--- config.mk ---
export PLATFORM = sky130hd
export DESIGN_NAME = hls_csr
export DESIGN_NICKNAME = d
export VERILOG_FILES = /design/src/rtl/hls_csr_pkg.sv /design/src/rtl/hls_csr_ptr_bank.sv /design/src/rtl/hls_csr.sv
export SDC_FILE = /design/constraint.sdc
export NUM_CORES = 1
export LEC_CHECK = 0
export CAP_MARGIN = 20
export CORE_MARGIN = 4
export CORE_UTILIZATION = 35
export DETAILED_ROUTE_END_ITERATION = 8
export PLACE_DENSITY = 0.57
export SLEW_MARGIN = 20
export SYNTH_ARGS = -nofsm -noshare
export SYNTH_HDL_FRONTEND = slang
export SYNTH_SLANG_ARGS = --single-unit
--- constraint.sdc ---
create_clock -name clk_i -period 2.75 [get_ports clk_i]
set_clock_uncertainty 0.15 [all_clocks]
set_input_delay 0.825 -clock clk_i [delete_from_list [all_inputs] [get_ports clk_i]]
set_output_delay 0.825 -clock clk_i [all_outputs]
set_load 0.1 [all_outputs]
--- src/rtl/hls_csr_pkg.sv ---
// hls_csr_pkg: register map, CTRL/STATUS bit positions and run-state encoding for hls_csr.
package hls_csr_pkg;

    localparam int ADDR_CTRL     = 0;
    localparam int ADDR_STATUS   = 1;
    localparam int ADDR_RUN_CNT  = 2;
    localparam int ADDR_CYC_CNT  = 3;
    localparam int ADDR_PTR_BASE = 4;

    localparam int CTRL_START  = 0;
    localparam int CTRL_IRQ_EN = 1;

    localparam int ST_BUSY = 0;
    localparam int ST_DONE = 1;
    localparam int ST_ERR  = 2;

    typedef enum logic [1:0] {IDLE, START, RUN} state_e;

endpackage

--- src/rtl/hls_csr_ptr_bank.sv ---
// hls_csr_ptr_bank: NUM_PTR x 64-bit pointer bank, written and read as 32-bit lo/hi words.
module hls_csr_ptr_bank #(
    parameter int NUM_PTR = 2,
    parameter int ADDR_W  = 4
) (
    input  logic                  clk_i,
    input  logic                  rst_n_i,
    input  logic                  we_i,
    input  logic [ADDR_W-1:0]     sel_i,
    input  logic [31:0]           wdata_i,
    output logic                  hit_o,
    output logic [31:0]           rdata_o,
    output logic [64*NUM_PTR-1:0] ptr_o
);

    logic [2*NUM_PTR-1:0][31:0] word_q;

    assign ptr_o = word_q;

    // sel_i is offset from the pointer base; addresses below it wrap past the bank and miss
    always_comb begin
        hit_o   = 1'b0;
        rdata_o = '0;
        for (int i = 0; i < 2*NUM_PTR; i++) begin
            if (sel_i == ADDR_W'(i)) begin
                hit_o   = 1'b1;
                rdata_o = word_q[i];
            end
        end
    end

    always_ff @(posedge clk_i or negedge rst_n_i) begin
        if (!rst_n_i) begin
            word_q <= '0;
        end else begin
            for (int i = 0; i < 2*NUM_PTR; i++) begin
                if (we_i && sel_i == ADDR_W'(i)) word_q[i] <= wdata_i;
            end
        end
    end

endmodule

--- src/rtl/hls_csr.sv ---
// hls_csr: Avalon-MM CSR block for one HLS kernel (pointers, start/ready/done handshake, status, counters).
// Optional completion interrupt enabled by defining HLS_CSR_IRQ_EN.
module hls_csr
    import hls_csr_pkg::*;
#(
    parameter int NUM_PTR = 2,
    parameter int ADDR_W  = 4
) (
    input  logic                  clk_i,
    input  logic                  rst_n_i,
    input  logic [ADDR_W-1:0]     slv_address,
    input  logic [31:0]           slv_writedata,
    input  logic                  slv_write,
    input  logic                  slv_read,
    output logic [31:0]           slv_readdata,
    output logic                  slv_readdata_valid,
    output logic                  slv_waitrequest,
    output logic                  krn_start_o,
    input  logic                  krn_ready_i,
    input  logic                  krn_done_i,
    output logic [64*NUM_PTR-1:0] ptr_o,
    output logic                  irq_o
);

    state_e      state_q, state_d;
    logic        done_q, done_d, err_q, err_d;
    logic [31:0] run_q, run_d, cyc_q, cyc_d;
    logic [31:0] rdata_q, rdata_d;
    logic        rvalid_q;
    logic        busy, wr_ctrl, wr_stat, start_req, complete, ptr_hit, irq_en_rd;
    logic [31:0] ptr_rd;

    assign busy      = state_q != IDLE;
    assign wr_ctrl   = slv_write && slv_address == ADDR_W'(ADDR_CTRL);
    assign wr_stat   = slv_write && slv_address == ADDR_W'(ADDR_STATUS);
    assign start_req = wr_ctrl && slv_writedata[CTRL_START];
    assign complete  = (state_q == RUN && krn_done_i) || (state_q == START && krn_ready_i && krn_done_i);

    assign krn_start_o        = state_q == START;
    assign slv_waitrequest    = 1'b0;
    assign slv_readdata       = rdata_q;
    assign slv_readdata_valid = rvalid_q;

    hls_csr_ptr_bank #(.NUM_PTR(NUM_PTR), .ADDR_W(ADDR_W)) u_ptr_bank (
        .clk_i   (clk_i),
        .rst_n_i (rst_n_i),
        .we_i    (slv_write && !busy),
        .sel_i   (slv_address - ADDR_W'(ADDR_PTR_BASE)),
        .wdata_i (slv_writedata),
        .hit_o   (ptr_hit),
        .rdata_o (ptr_rd),
        .ptr_o   (ptr_o)
    );

    always_comb begin
        state_d = state_q;
        case (state_q)
            IDLE:    if (start_req) state_d = START;
            START:   if (krn_ready_i) state_d = krn_done_i ? IDLE : RUN;
            RUN:     if (krn_done_i) state_d = IDLE;
            default: state_d = IDLE;
        endcase
    end

    // a completion in the same cycle as a DONE clear keeps DONE set
    always_comb begin
        done_d  = complete || (done_q && !(wr_stat && slv_writedata[ST_DONE]));
        err_d   = (busy && (start_req || (slv_write && ptr_hit))) ||
                  (err_q && !(wr_stat && slv_writedata[ST_ERR]));
        run_d   = complete ? run_q + 32'd1 : run_q;
        cyc_d   = (!busy && start_req) ? 32'd0 :
                  (busy && cyc_q != '1) ? cyc_q + 32'd1 : cyc_q;
        rdata_d = slv_address == ADDR_W'(ADDR_CTRL)    ? {30'd0, irq_en_rd, 1'b0} :
                  slv_address == ADDR_W'(ADDR_STATUS)  ? {29'd0, err_q, done_q, busy} :
                  slv_address == ADDR_W'(ADDR_RUN_CNT) ? run_q :
                  slv_address == ADDR_W'(ADDR_CYC_CNT) ? cyc_q : ptr_rd;
    end

    always_ff @(posedge clk_i or negedge rst_n_i) begin
        if (!rst_n_i) begin
            state_q  <= IDLE;
            done_q   <= 1'b0;
            err_q    <= 1'b0;
            run_q    <= '0;
            cyc_q    <= '0;
            rdata_q  <= '0;
            rvalid_q <= 1'b0;
        end else begin
            state_q  <= state_d;
            done_q   <= done_d;
            err_q    <= err_d;
            run_q    <= run_d;
            cyc_q    <= cyc_d;
            rdata_q  <= slv_read ? rdata_d : 32'd0;
            rvalid_q <= slv_read;
        end
    end

`ifdef HLS_CSR_IRQ_EN
    logic irq_en_q, irq_en_d, irq_q;

    assign irq_en_d  = wr_ctrl ? slv_writedata[CTRL_IRQ_EN] : irq_en_q;
    assign irq_en_rd = irq_en_q;
    assign irq_o     = irq_q;

    always_ff @(posedge clk_i or negedge rst_n_i) begin
        if (!rst_n_i) begin
            irq_en_q <= 1'b0;
            irq_q    <= 1'b0;
        end else begin
            irq_en_q <= irq_en_d;
            irq_q    <= done_d && irq_en_d;
        end
    end
`else
    assign irq_en_rd = 1'b0;
    assign irq_o     = 1'b0;
`endif

endmodule

-- Yosys cells after proc, flatten, opt, wreduce, memory -nomap -nowiden
Cells that the tools add are included.
- reduce and logical (&&, ||, !) cells: 32
- multiplexer cells: 20
- $add $sub $neg: 3
- equal/unequal tests: 12
- operator list (operator ; count):
    2-to-1 mux 32 bit ; 11
    adder 32 x 1 -> 32 bit, second input constant ; 2
    != test 32 bit, second input constant ; 1
    logical AND 1 bit ; 19
    equality test 4 x 2 -> 1 bit, second input constant ; 4
    equality test 4 x 1 -> 1 bit, second input constant ; 2
    logical NOT 4 bit ; 2
    2-to-1 mux 2 bit ; 4
    one-hot mux 2 bit (3 select lines) ; 1
    logical OR 1 bit ; 4
    2-to-1 mux 1 bit ; 4
    != test 2 bit, second input constant ; 2
    nonzero test 2 bit ; 2
    subtractor 4 x 3 -> 4 bit, second input constant ; 1
    logical NOT 1 bit ; 3
    AND reduction 3 bit ; 1
    equality test 2 x 1 -> 1 bit, second input constant ; 1
    equality test 2 bit, second input constant ; 1
    logical NOT 2 bit ; 1
    != test 2 x 1 -> 1 bit, second input constant ; 1
- input bits: 42
- register bits: 229
- word-level logic and storage cells: 78
- output and inout bits: 164

-- Logic depth before layout (Yosys ltp)
Gate-level depths: netlist of the first run.
- depth after elaboration: 11
- gate-level depth with buffers: 8
- mapped depth without buffers: 6

-- Cells and area by module
Synthesis of the first run repeated with hierarchy kept, for this count alone.
- cells, all modules: 901
- area total of the unflattened synthesis: 10990.5 µm²
- by module, submodules not included (module ; cells each ; area each (µm²) ; sequential area each (µm²) ; times used):
    hls_csr_ptr_bank ; 350 ; 5776.8 ; 3203.1 ; 1
    hls_csr ; 551 ; 5213.8 ; 2527.4 ; 1

-- Worst setup path after synthesis of the first run
Ideal clock, no wire load.
- kind: input -> register
- from: in slv_address[3]
- to: reg cyc_q[4]
- path slack: 0.369 ns
- stages: 6
- required time: 2.455 ns
- library setup time: 0.145 ns
- buffers on the path: 3
- arrival time: 2.087 ns
- cell sequence: clkbuf_1 nor4_1 and3_1 clkbuf_1 clkbuf_1 a211oi_1
- cells in the longest elaborated chain, start to end: 5
- elaborated cells between the ends (all ways): 6
- classes of those cells: 1 x mux; 5 x reduce/logical
- RTL lines (element ; RTL line ; RTL):
    start: declaration ; hls_csr.sv:11 ; input logic [ADDR_W-1:0] slv_address,
    logical NOT 4 bit (*) ; hls_csr.sv:34 ; assign wr_ctrl = slv_write && slv_address == ADDR_W'(ADDR_CTRL);
    logical AND 1 bit (*) ; hls_csr.sv:34 ;
    logical AND 1 bit (*) ; hls_csr.sv:36 ; assign start_req = wr_ctrl && slv_writedata[CTRL_START];
    logical AND 1 bit (*) ; hls_csr.sv:71 ; cyc_d = (!busy && start_req) ? 32'd0 :
    2-to-1 mux 32 bit or nonzero test 2 bit (tied branches) ; -- ;
    end signal: assignment ; hls_csr.sv:93 ; cyc_q <= cyc_d;
    end: declaration ; hls_csr.sv:27 ; logic [31:0] run_q, run_d, cyc_q, cyc_d;
Every way passes the cells marked *; elsewhere a longest branch is shown, timed or not.
A chain may end at the register's enable or synchronous reset.

-- Worst setup path after layout of the first run
- from: reg state_q[1]
- to: out krn_start_o
- cells in the longest elaborated chain, start to end: 1
- RTL lines (element ; RTL line ; RTL):
    start: declaration ; hls_csr.sv:25 ; state_e state_q, state_d;
    start signal: assignment ; hls_csr.sv:89 ; state_q <= state_d;
    equality test 2 x 1 -> 1 bit ; hls_csr.sv:39 ; assign krn_start_o = state_q == START;
    end: declaration ; hls_csr.sv:18 ; output logic krn_start_o,
No other way between the ends.

==> tab_implementation.tex, run 1 <==
\begin{tabular}{lr}
\hline
Metric & Value \\
\hline
\multicolumn{2}{l}{\textbf{Pwr}} \\
Leak Pwr & $\sim$0.0063 uW \\
Power density normalized to cell area & slightly above 1000 nW/um\^{}2 \\
Highest ir drop seen on vdd & $\sim$0.77 mV \\
\multicolumn{2}{l}{\textbf{Clocking}} \\
Hold\_buf cts & 0 \\
Clock tree from TritonCTS & done \\
Post-cts resize count & 0 \\
Buffer type at the clock tree root & sky130\_fd\_sc\_hd\_\_clkbuf\_16 \\
Deepest level of the CTS H-tree & 1 \\
Number of sinks handled by clock tree synthesis & around 230 \\
Clock input transition at the sequential cells of the worst setup and hold paths & 70 ps \\
Buffer depth of the longest clock path & 3 \\
Buffer count from post-CTS setup fixing & 0 \\
Total CTS buffers & 26 \\
Worst-skew pair later-pin latency & $\sim$530 ps \\
\multicolumn{2}{l}{\textbf{GRT}} \\
Largest net degree at the start of global routing & 53 \\
Met1 capacity usage during global routing & 0.2863 \\
Most congested layer reported by global routing & met2 \\
Initial antenna violation count & 0 \\
Wire length of the first global-routing pass & around 51000 um \\
Met2 Resource Use GR & 0.2996 \\
Combined global-route utilization of all metal layers & 0.1959 \\
Remaining Overflow, GRT & 0 \\
Met3 usage & 0.04308 \\
Number of global-route vias before repair & $\sim$8600 \\
\multicolumn{2}{l}{\textbf{Worst hold path}} \\
Worst Hold Class & input port to async pin \\
\multicolumn{2}{l}{\textbf{Floorplan}} \\
Row count & 63 \\
Chip height & around 180 um \\
I/O pin count & roughly 210 \\
Starting density of the core & 0.3547 \\
Horizontal extent of the die & roughly 180 um \\
Area of the die & 32870 um\^{}2 \\
CORE AREA & about 30000 um\^{}2 \\
\multicolumn{2}{l}{\textbf{Run}} \\
Maximum Capacitance Violations & 0 \\
\multicolumn{2}{l}{\textbf{Route}} \\
Routed vias/inst & roughly 5.2 \\
Avg WL per Cell & 20.94 um \\
Initial drt markers & 432 \\
Detailed-route via count & $\sim$8200 \\
Final WL & approximately 33000 um \\
First-pass DRT Iterations & 5 \\
Antenna Violating Nets Remaining & 0 \\
Residual DRC count & 0 \\
\multicolumn{2}{l}{\textbf{Logic synthesis}} \\
Synthesis-stage register bit count & 229 \\
Post-Synthesis Cell Area & between 10000 and 15000 um\^{}2 \\
Avg Cell Area, Syn & 11.50 um\^{}2 \\
Post-synthesis cell type with the largest combined area & sky130\_fd\_sc\_hd\_\_dfrtp\_1 \\
Synthesis warning total & 0 \\
EDFF count, synth & 0 \\
Share of synthesized registers carrying an async set or reset & 1.000 \\
Most area-consuming cells after synthesis & sky130\_fd\_sc\_hd\_\_dfrtp\_1, sky130\_fd\_sc\_hd\_\_mux2\_2, sky130\_fd\_sc\_hd\_\_nand2\_1, sky130\_fd\_sc\_hd\_\_mux2i\_1, sky130\_fd\_sc\_hd\_\_xnor2\_1 \\
Count of different cell masters after synthesis & 65 \\
Area share of the leading cell type in the synthesized netlist & 0.5452 \\
Primary flip-flop cell chosen by synthesis mapping & sky130\_fd\_sc\_hd\_\_dfrtp\_1 \\
Sequential share of the synthesized area & 0.5452 \\
Post-Synthesis Cells & a little over 900 \\
\multicolumn{2}{l}{\textbf{Setup path}} \\
Data required time of the worst path & between 1500 and 2000 ps \\
Number of buffer and inverter instances along the worst setup path & 2 \\
Delay of the slowest cell on the worst path & $\sim$470 ps \\
Top Family by Delay on Critical Path & flip-flops \\
CP max-delay cell & sky130\_fd\_sc\_hd\_\_dfrtp\_1 \\
Peak fanout along the critical path & 7 \\
Arr. time, crit path & $\sim$1500 ps \\
Element type at the critical path start & flop \\
Type of the setup path with the least slack & flop to output pin \\
Kind of capture point of the worst setup path & output pin \\
Critical path cell sequence & nand2b\_1 -> inv\_1 -> buf\_12 \\
\multicolumn{2}{l}{\textbf{Timing}} \\
Final number of hold-violating endpoints & 0 \\
Number of max-slew violations in the final report & 0 \\
Slew at the pin closest to its max-slew limit & between 500 and 600 ps \\
Achievable Freq & around 400 MHz \\
Endpoints failing setup & 0 \\
Setup repair after global routing missed its margin & false \\
Crit path time final & 2498 ps \\
Relative slew slack & 0.6513 \\
Fin crit share & 0.9085 \\
\multicolumn{2}{l}{\textbf{Placed design}} \\
Count of buffers inserted at the top-level ports & $\sim$200 \\
Gp weighted congestion & $\sim$0.85 \\
Total half-perimeter wirelength after legalization and detailed placement & $\sim$24000 um \\
Placement-stage cell area & 13170 um\^{}2 \\
\multicolumn{2}{l}{\textbf{Finish}} \\
Total inserted antenna cells & 0 \\
Fin util & 0.4735 \\
Area delta synth->final & 33.51\% \\
Total non-filler cell area in the finished layout & around 14000 um\^{}2 \\
Fraction of layout instances using a drive strength above 1 & 0.3668 \\
Total Nets Final & 1210 \\
\multicolumn{2}{l}{\textbf{Outcome}} \\
Result of the run & complete, no violations \\
\hline
\end{tabular}
## cells by family after synthesis
kind of cell    count (synthesis)  synth area share
mux                           163            0.1728
other cells                     1         0.0003568
flops                         229            0.5452
fa+ha+maj                       2          0.002380
buf+inv                        64           0.02678
compound gates                149           0.09118
simple gates                  271            0.1321
xor+xnor                       35           0.02916
## power breakdown
part | switching, uW | internal [uW] | total [uW]
clock | 1400 | 2070 | 3470
sequential | 688 | 4030 | 4720
combinational | 4650 | 1350 | 6000
## cells in the final DEF, fill, tap and decap left out, drive strengths merged, types with 13 or more instances in the layout
| cell | n |
|---|---|
| buf | 236 |
| dfrtp | 229 |
| mux2 | 128 |
| nand2 | 119 |
| o21ai | 43 |
| clkbuf | 40 |
| clkdlybuf4s50 | 38 |
| nor2 | 34 |
| mux2i | 33 |
| xnor2 | 30 |
| a22oi | 29 |
| a31oi | 27 |
| nand3 | 27 |
| a21oi | 21 |
| nand4 | 20 |
| inv | 13 |
## sequential cells by signal (all words and copies together) (netlist names)
register / cells
cyc_q: 32
run_q: 32
done_q: 1
slv_readdata_valid: 1
state_q: 2
slv_readdata: 32
u_ptr_bank.ptr_o: 128
err_q: 1
## cell type report
class	count	area, um^2
timing repair buffer	274	2355
multi-input combinational	622	4549
tap	390	488.0
clock inverter	8	67.56
inverter	13	48.80
sequential	229	5731
clock buffer	40	794.5
fill	2786	15610
## stage by stage
stage	std cells	hold WS, ps	total power, uW	setup slack [ps]	TNS (ps)
final	1576	40.05	14200	251.7	0
after floorplan	915	295.1	9197	368.5	0
after global routing	1576	43.26	14720	112.4	0
after CTS	1576	38.84	14300	246.9	0
after global placement	1528	324.4	10750	-75.50	-4706
after detailed placement	1528	326.6	10790	-120.2	-10160
## synthesized netlist by cell type, drive strengths merged, types with 6 or more instances
cell type / number
dfrtp: 229
mux2: 128
nand2: 119
o21ai: 43
nor2: 34
mux2i: 33
xnor2: 30
a22oi: 29
a31oi: 27
nand3: 27
buf: 26
clkbuf: 25
a21oi: 21
nand4: 20
inv: 13
or3: 12
nor3: 10
or4: 8
nand2b: 7
nor2b: 7
o31ai: 7
o211ai: 6
## per-layer routing
| metal | routed length [um] | up-vias |
|---|---|---|
| met2 | 14770 | 239 |
| met3 | 2126 | 53 |
| met1 | 15400 | 4128 |
| met4 | 702 | 0 |
| met5 | 0 | - |
| li1 | - | 3810 |
## path summary, 6_finish.rpt
path                       cells past startpoint  slack (ps)       start                    to
min reg2reg                                    2         340      done_q                done_q
min in group clk_i                             2         340      done_q                done_q
min                                            1          40     rst_n_i  u_ptr_bank.ptr_o[61]
max reg2reg                                    7         310    cyc_q[1]              cyc_q[4]
max                                            3         250  state_q[1]           krn_start_o
max in group asynchronous                      2        1740     rst_n_i             cyc_q[14]
No activity file was read; power rests on OpenSTA's default activity.
==> run 2: changes to the inputs <==
CORE_UTILIZATION = 45   (was 35)
PLACE_DENSITY = 0.7   (was 0.57)
==> run 2 against run 1 <==
- utilization grew 14 points
- wire length shrank 8.5%
- worst setup slack gained 46 ps
- final area shrank 1.2%
- power grew 0.24%
- critical endpoint unchanged
- non-clock buffer count shrank 7
- critical path depth is the same
- clock-buffer cell count shrank 6
- register-to-register slack gained 90 ps
- global-route usage grew 3.6 points
- via count grew 0.52%
- sequential power is essentially flat
==> tab_implementation.tex, run 2 (synthesized netlist as in run 1, its figures left out) <==
\begin{tabular}{lr}
\hline
Metric & Value \\
\hline
\multicolumn{2}{l}{\textbf{Placed design}} \\
Total half-perimeter wirelength after legalization and detailed placement & 21990 um \\
Count of buffers inserted at the top-level ports & 203 \\
Gp weighted congestion & approximately 0.86 \\
Total placed cells including tap cells & 1444 \\
\multicolumn{2}{l}{\textbf{Setup path}} \\
Arr. time, crit path & $\sim$1500 ps \\
Kind of capture point of the worst setup path & output pin \\
Data required time of the worst path & approximately 1800 ps \\
Element type at the critical path start & flop \\
Delay of the slowest cell on the worst path & between 400 and 500 ps \\
Critical path cell sequence & nand2b\_1 -> inv\_1 -> buf\_12 \\
Peak fanout along the critical path & 7 \\
Type of the setup path with the least slack & flop to output pin \\
CP max-delay cell & sky130\_fd\_sc\_hd\_\_dfrtp\_1 \\
Worst R2R Path Depth & 6 \\
\multicolumn{2}{l}{\textbf{Route}} \\
First-pass DRT Iterations & 5 \\
Final WL & between 30000 and 40000 um \\
Avg WL per Cell & just over 20 um \\
Antenna Violating Nets Remaining & 0 \\
Residual DRC count & 0 \\
Initial drt markers & 540 \\
Detailed-route via count & just over 8000 \\
Routed vias/inst & 5.549 \\
\multicolumn{2}{l}{\textbf{Pwr}} \\
Switching component of the power & about 6700 uW \\
Switching share of power & 0.4708 \\
Power density normalized to cell area & 1027 nW/um\^{}2 \\
Design Power & 14230 uW \\
P\_int & 7530 uW \\
Share of power burned in combinational logic & 0.420 \\
Leak Pwr & $\sim$0.0062 uW \\
Proportion of power drawn by flip-flops and latches & 0.330 \\
Highest ir drop seen on vdd & $\sim$0.84 mV \\
Share of total power in the clock network & 0.250 \\
\multicolumn{2}{l}{\textbf{Clocking}} \\
Post-cts resize count & 0 \\
Total CTS buffers & 26 \\
Number of sinks handled by clock tree synthesis & $\sim$230 \\
Buffer count from post-CTS setup fixing & 0 \\
Hold\_buf cts & 0 \\
Worst-skew pair later-pin latency & 540 ps \\
Clock input transition at the sequential cells of the worst setup and hold paths & approximately 60 ps \\
Clock tree from TritonCTS & done \\
Deepest level of the CTS H-tree & 1 \\
Buffer depth of the longest clock path & 3 \\
Buffer type at the clock tree root & sky130\_fd\_sc\_hd\_\_clkbuf\_16 \\
\multicolumn{2}{l}{\textbf{Floorplan}} \\
Starting density of the core & 0.4615 \\
Chip height & 160.8 um \\
Area of the die & 25870 um\^{}2 \\
I/O pin count & around 200 \\
Horizontal extent of the die & around 160 um \\
Row count & 55 \\
CORE AREA & $\sim$23000 um\^{}2 \\
\multicolumn{2}{l}{\textbf{Timing}} \\
Setup repair after global routing missed its margin & false \\
Final number of hold-violating endpoints & 0 \\
Achievable Freq & 407.7 MHz \\
Number of max-slew violations in the final report & 0 \\
Slew at the pin closest to its max-slew limit & just under 600 ps \\
Relative slew slack & 0.5984 \\
Endpoints failing setup & 0 \\
Crit path time final & 2453 ps \\
Fin crit share & 0.8918 \\
\multicolumn{2}{l}{\textbf{Finish}} \\
Area delta synth->final & 31.87\% \\
Max FFs per register & 128 \\
Most frequent cells in the layout & sky130\_fd\_sc\_hd\_\_dfrtp\_1, sky130\_fd\_sc\_hd\_\_buf\_4, sky130\_fd\_sc\_hd\_\_mux2\_2 \\
Fin util & 0.6085 \\
Layout Cells excl Fill & $\sim$1500 \\
Total inserted antenna cells & 0 \\
Fraction of layout instances using a drive strength above 1 & 0.3650 \\
Most common cell after layout, fill and taps aside & sky130\_fd\_sc\_hd\_\_dfrtp\_1 \\
Total Nets Final & around 1200 \\
\multicolumn{2}{l}{\textbf{Run}} \\
Maximum Capacitance Violations & 0 \\
\multicolumn{2}{l}{\textbf{GRT}} \\
Number of global-route vias before repair & roughly 8600 \\
Largest net degree at the start of global routing & 63 \\
Wire length of the first global-routing pass & $\sim$48000 um \\
Initial antenna violation count & 0 \\
Combined global-route utilization of all metal layers & 0.2316 \\
Remaining Overflow, GRT & 0 \\
\multicolumn{2}{l}{\textbf{Worst hold path}} \\
Worst Hold Class & input port to async pin \\
\multicolumn{2}{l}{\textbf{Outcome}} \\
Result of the run & complete, no violations \\
\hline
\end{tabular}
[run 2: worst max-delay path, delay by kind of cell (launching register included)]
family	cells	cell delay, ps
DFF	1	450
and+or+nand+nor	1	200
buffers and inverters	2	300
[run 2: area by class of cell]
type                            instances  area, um^2
Timing Repair Buffer                  267        2252
Sequential cell                       229        5731
Multi-Input combinational cell        622        4544
Tap cell                              313       391.6
Clock buffer                           34       730.7
Clock inverter                         13       162.7
Inverter                               13       48.80
Fill cell                            1890        8917
[run 2: path summary, 6_finish.rpt]
check | startpoint | end | slack [ps]
setup / recovery | state_q[1] | krn_start_o | 300
hold / removal | rst_n_i | slv_readdata[10] | 90
setup reg to reg | cyc_q[1] | cyc_q[1] | 400
hold reg to reg | run_q[31] | run_q[31] | 340
max in group asynchronous | rst_n_i | slv_readdata[12] | 1630
min in group clk_i | run_q[31] | run_q[31] | 340
[run 2: routing by layer]
layer | global-route usage | part of all wire | wire (um) | vias to the layer above
li1 | - | - | - | 3804
met1 | 0.3341 | 0.46 | 13800 | 4178
met2 | 0.3586 | 0.46 | 13940 | 234
met3 | 0.04619 | 0.055 | 1675 | 57
met4 | 0.06592 | 0.026 | 792 | 0
met5 | 0 | 0 | 0 | -
[run 2: power groups by stage]
stage          clock network [uW]  logic (uW)  registers, uW
2_1_floorplan                   0         938           8260
3_3_place_gp                    0        5960           4720
3_5_place_dp                    0        6010           4730
4_1_cts                      3610        6010           4680
5_1_grt                      3780        6190           4780
6_report                     3560        5980           4690
[run 2: per-stage QoR]
stage / instance area (um^2) / setup slack, ps / hold slack (ps) / TNS (ps)
CTS: 13860 / 285.6 / 97.69 / 0
global route: 13860 / 200.0 / 111.5 / 0
detailed placement: 12970 / -111.1 / 326.8 / -175.9
global placement: 12970 / -105.1 / 321.1 / -146.2
finish: 13860 / 297.5 / 89.96 / 0
floorplan: 10520 / 368.5 / 295.1 / 0
